`config.mk`:
```
export PLATFORM = sky130hd
export DESIGN_NAME = rv32_mem_arbiter
export DESIGN_NICKNAME = d
export VERILOG_FILES = /design/src/rtl/rv32_mem_arbiter.sv
export SDC_FILE = /design/constraint.sdc
export NUM_CORES = 1
export LEC_CHECK = 0
export CELL_PAD_IN_SITES_DETAIL_PLACEMENT = 1
export CELL_PAD_IN_SITES_GLOBAL_PLACEMENT = 2
export CORE_MARGIN = 1
export CORE_UTILIZATION = 23
export CTS_CLUSTER_SIZE = 10
export DETAILED_ROUTE_END_ITERATION = 16
export HOLD_SLACK_MARGIN = 0.12
export PLACE_DENSITY = 0.91
export SLEW_MARGIN = 20
export SYNTH_ARGS = -nofsm -noshare
export SYNTH_HDL_FRONTEND = slang
export SYNTH_SLANG_ARGS = --single-unit
```
`constraint.sdc`:
```
create_clock -name clk -period 3.09 [get_ports clk]
set_input_delay 0.309 -clock clk [delete_from_list [all_inputs] [get_ports clk]]
set_output_delay 0.309 -clock clk [all_outputs]
set_load 0.03 [all_outputs]
```
`src/rtl/rv32_mem_arbiter.sv`:
```
`default_nettype none
// ============================================================================
// Module   : rv32_mem_arbiter (with package rv32_types)
// Purpose  : Round-robin arbiter that shares one memory port between the
//            instruction-fetch requester (F) and the memory-stage requester
//            (D). The winning request is latched and driven downstream until
//            the memory answers. The done strobe is routed back to the winner.
//            A watchdog flags a memory that never responds.
// Ports    : clk, resetn        clock, synchronous active-low reset
//            fetch_request/done port F request in, completion strobe out
//            data_request/done  port D request in, completion strobe out
//            mem_request        registered request to the shared memory
//            mem_done/mem_rdata memory completion and read data
//            rdata              mem_rdata passed through to both ports
//            grant              00 idle, 01 F, 10 D
//            timeout_err        sticky watchdog flag
// Revision : 1.0 - initial release
// ============================================================================

package rv32_types;
  typedef enum logic [1:0] {
    MEM_NOP   = 2'd0,
    MEM_LOAD  = 2'd1,
    MEM_STORE = 2'd2
  } mem_op_t;

  typedef struct packed {
    mem_op_t     op;
    logic [31:0] addr;
    logic [31:0] data;
  } memory_request_t;
endpackage

module rv32_mem_arbiter #(
  parameter int TIMEOUT_CYCLES = 256,
  parameter int CNT_W          = 16
) (
  input  logic                        clk,
  input  logic                        resetn,
  input  rv32_types::memory_request_t fetch_request,
  output logic                        fetch_done,
  input  rv32_types::memory_request_t data_request,
  output logic                        data_done,
  output rv32_types::memory_request_t mem_request,
  input  logic                        mem_done,
  input  logic [31:0]                 mem_rdata,
  output logic [31:0]                 rdata,
  output logic [1:0]                  grant,
  output logic                        timeout_err
);
  import rv32_types::*;

  typedef enum logic [1:0] {
    IDLE  = 2'd0,
    GNT_F = 2'd1,
    GNT_D = 2'd2
  } state_t;

  localparam logic             OWNER_F = 1'b0;
  localparam logic             OWNER_D = 1'b1;
  localparam logic [CNT_W-1:0] TO_MAX  = CNT_W'(TIMEOUT_CYCLES);
  localparam logic             WDOG_EN = (TIMEOUT_CYCLES != 0);

  state_t            state_q, state_d;
  memory_request_t   lreq_q, lreq_d;
  logic              last_q, last_d;
  logic [CNT_W-1:0]  cnt_q, cnt_d;
  logic              err_q, err_d;

  logic f_pend, d_pend;
  assign f_pend = (fetch_request.op != MEM_NOP);
  assign d_pend = (data_request.op  != MEM_NOP);

  // Memory request is purely the latched copy: no input-to-output path.
  assign mem_request = lreq_q;
  assign rdata       = mem_rdata;
  assign timeout_err = err_q;

  always_ff @(posedge clk) begin
    if (!resetn) begin
      state_q <= IDLE;
      lreq_q  <= '{op: MEM_NOP, addr: 32'd0, data: 32'd0};
      last_q  <= OWNER_F;
      cnt_q   <= '0;
      err_q   <= 1'b0;
    end else begin
      state_q <= state_d;
      lreq_q  <= lreq_d;
      last_q  <= last_d;
      cnt_q   <= cnt_d;
      err_q   <= err_d;
    end
  end

  always_comb begin
    state_d    = state_q;
    lreq_d     = lreq_q;
    last_d     = last_q;
    cnt_d      = cnt_q;
    grant      = 2'b00;
    fetch_done = 1'b0;
    data_done  = 1'b0;

    case (state_q)
      IDLE: begin
        cnt_d = '0;
        // On contention the port that was not served last wins.
        if (f_pend && (!d_pend || (last_q == OWNER_D))) begin
          state_d = GNT_F;
          lreq_d  = fetch_request;
        end else if (d_pend) begin
          state_d = GNT_D;
          lreq_d  = data_request;
        end
      end

      GNT_F: begin
        grant      = 2'b01;
        fetch_done = mem_done;
        if (mem_done) begin
          last_d = OWNER_F;
          cnt_d  = '0;
          // F still shows the completed request here, so only D can chain.
          if (d_pend) begin
            state_d = GNT_D;
            lreq_d  = data_request;
          end else begin
            state_d   = IDLE;
            lreq_d.op = MEM_NOP;
          end
        end else if (cnt_q != TO_MAX) begin
          cnt_d = cnt_q + CNT_W'(1);
        end
      end

      GNT_D: begin
        grant     = 2'b10;
        data_done = mem_done;
        if (mem_done) begin
          last_d = OWNER_D;
          cnt_d  = '0;
          if (f_pend) begin
            state_d = GNT_F;
            lreq_d  = fetch_request;
          end else begin
            state_d   = IDLE;
            lreq_d.op = MEM_NOP;
          end
        end else if (cnt_q != TO_MAX) begin
          cnt_d = cnt_q + CNT_W'(1);
        end
      end

      default: begin
        state_d   = IDLE;
        lreq_d.op = MEM_NOP;
      end
    endcase

    // Flag sets on the edge where the counter lands on the limit.
    err_d = err_q | (WDOG_EN && (cnt_d == TO_MAX));
  end

endmodule
`default_nettype wire

```
==> flow_summary.yaml <==
outcome:
  outcome: "complete, no violations"
floorplan:
  dieArea_um2: 25850
  die_x_um: 160.8
  core_um2: 24530
  die_h_um: 160.8
  ios: 270
  start_util: 0.2364
  row_count: 57
global_routing:
  antenna_found_initial: 0
  grt_usage: 0.1579
  grt_max_degree: 75
  first_global_vias: 6076
  grt_pass1_wl_um: 32390
  grt-ovfl-total: 0
clock_tree:
  post_cts_resized: 0
  clk_path_buf_depth: 2
  cts_tree: "yes"
  postCtsSetupRepairBufs: 0
  ctsRootBufferMaster: "clkbuf_16"
  cts_hold_buf: 0
  cts_max_level: 3
  clk_pin_slew_ns: 0.07
  clkLatencyLatePin_ns: 0.35
  cts_buffers: 9
  cts.sinks: 86
worst_setup_path:
  slowest_stage: "clkdlybuf4s50_1"
  crit_required_ns: 2.78
  crit_fanout: 24
  critPathCaptureType: "output pin"
  worstSetupPathType: "reg -> out"
  cp_top_family: "buffers and inverters"
  timing.critical_path.buf_inv: 3
  cpPeakStageDelay_ns: 0.74
  start_kind: "flop"
  path_cells: "inv_1, ha_2, buf_4, clkdlybuf4s50_1"
  cp.arrival_ns: 2.34
route:
  route.detailed.drc: 0
  wirelength_um: 19900
  ant_nets: 0
  routedWlPerCell_um: 17.17
  drt-pass1-iter-count: 5
  vias_per_cell: 4.909
  vias: 5689
  drtIter0Drc: 220
sta:
  hold_viol_final: 0
  slew_violations: 0
  fin_ws_ns: 0.4379
  skew_ns: 0.008834
  fin_crit_ns: 2.652
  post-route-period-util: 0.8583
  rsz0062_at_grt: "false"
  max_freq_ghz: 0.3771
  setup_viol: 0
  relSlewSlack: 0.5006
  finalSetupTns_ns: 0
  worst_pin_slew_ns: 0.7491
synthesis:
  yosys_register_bits: 86
  syn-instance-count: 697
  synth_seq_area_share: 0.2969
  yosysWarnings: 0
  avgSynthCellArea_um2: 8.320
  async_reset_ff_frac: 0
  netlist_area_um2: 5799
  postSynthNetCount: 870
  synth-main-ff-cell: "dfxtp_1"
  synth_edf_count: 0
  synth_cell_type_count: 49
finish:
  diodes: 0
  final_common_cell: "clkdlybuf4s50_1"
  design_area_um2: 8157
  final_cell_mix: "clkdlybuf4s50_1, nand2_1, dfxtp_1, o211ai_1"
  fillers: 2902
  nets: 1003
  utilization: 0.3325
  area_growth_syn_to_layout_pct: 40.65
  drive_gt1_frac: 0.1269
power:
  max-vdd-ir-drop_uv: 600.7
  leakage_nw: 2.719
  powerDensity_nw_per_um2: 967.1
hold_path:
  min_path_type: "in -> reg"
place:
  place_congestion: 0.7705
  numPortBuffers: 205
  place_area_um2: 7858
  dp_hpwl_um: 13540
  place_ws_ns: 0.3777
flow_run:
  maxCapViolCount: 0
==> metal layers <==
layer | vias up | GRT usage | share of wire
met5 | - | 0 | 0
met3 | 17 | 0.05165 | 0.071
li1 | 2755 | - | -
met2 | 145 | 0.2773 | 0.49
met4 | 0 | 0.04245 | 0.012
met1 | 2772 | 0.1827 | 0.43
==> kinds of logic (layout without fill, tap and decap cells) <==
kind of cell	after synthesis	count (layout)	share of synthesized area
buffers and inverters	103	241	0.1010
muxes	66	66	0.1277
and+or+nand+nor	203	203	0.1538
DFF	86	86	0.2969
xor gates and xnor gates	15	15	0.02265
adders and majority gates	6	6	0.01294
AOI/OAI and AO/OA	218	218	0.2850
==> per-stage QoR <==
| step | power, mW | hold slack (ns) | instances |
|---|---|---|---|
| after CTS | 8.070 | 0.3955 | 1159 |
| after global placement | 6.784 | 0.4388 | 1143 |
| final | 7.888 | 0.4174 | 1159 |
| after detailed placement | 6.885 | 0.4472 | 1143 |
| after floorplan | 5.154 | 0.4751 | 697 |
| after global routing | 8.536 | 0.4462 | 1159 |
==> worst min-delay path: cells and delay by family <==
kind          cells  cell delay [ns]
simple gates      2             0.14
buf+inv           2             0.27
==> state kept, by name (all words and copies together) (netlist names) <==
register / flops
cnt_q: 16
last_q: 1
mem_request: 66
state_q: 2
timeout_err: 1
==> layout make-up <==
type / count / area [µm²] / share of cell area
clock buffers: 9 / 225.2 / 0.02761
clock inverters: 7 / 73.82 / 0.009050
inverters: 6 / 22.52 / 0.002761
multi-input cells: 508 / 3518 / 0.4314
flip-flops and latches: 86 / 1722 / 0.2111
well taps: 324 / 405.4 / 0.04970
repair buffers: 219 / 2190 / 0.2684
==> cell usage after synthesis (6+ instances only) <==
library cell | n | share of area
a21boi_1 | 60 | 0.078
a21oi_1 | 6 | 0.0052
a22oi_1 | 64 | 0.083
buf_1 | 7 | 0.0045
buf_4 | 33 | 0.043
buf_6 | 7 | 0.014
clkbuf_1 | 44 | 0.028
clkbuf_4 | 6 | 0.0078
dfxtp_1 | 86 | 0.30
ha_1 | 6 | 0.013
inv_1 | 6 | 0.0039
mux2_2 | 64 | 0.12
nand2_1 | 138 | 0.089
nor2_1 | 20 | 0.013
nor4_1 | 6 | 0.0065
o211ai_1 | 65 | 0.084
xnor2_1 | 10 | 0.015
==> path summary, 6_finish.rpt <==
kind / endpoint / cells after the start / startpoint / slack [ns]
worst min-delay path: cnt_q[13] / 4 / resetn / 0.42
worst min register to register: mem_request[22] / 2 / mem_request[22] / 0.45
worst max register to register: mem_request[29] / 9 / state_q[0] / 0.62
worst max-delay path: grant[1] / 4 / state_q[0] / 0.44
==> where the power goes <==
group | switching, mW | internal [mW] | total (mW)
clock | 0.499 | 0.630 | 1.13
sequential | 0.255 | 1.58 | 1.83
combinational | 2.95 | 1.97 | 4.93
Note: power is estimated with default switching activity, not from simulation.
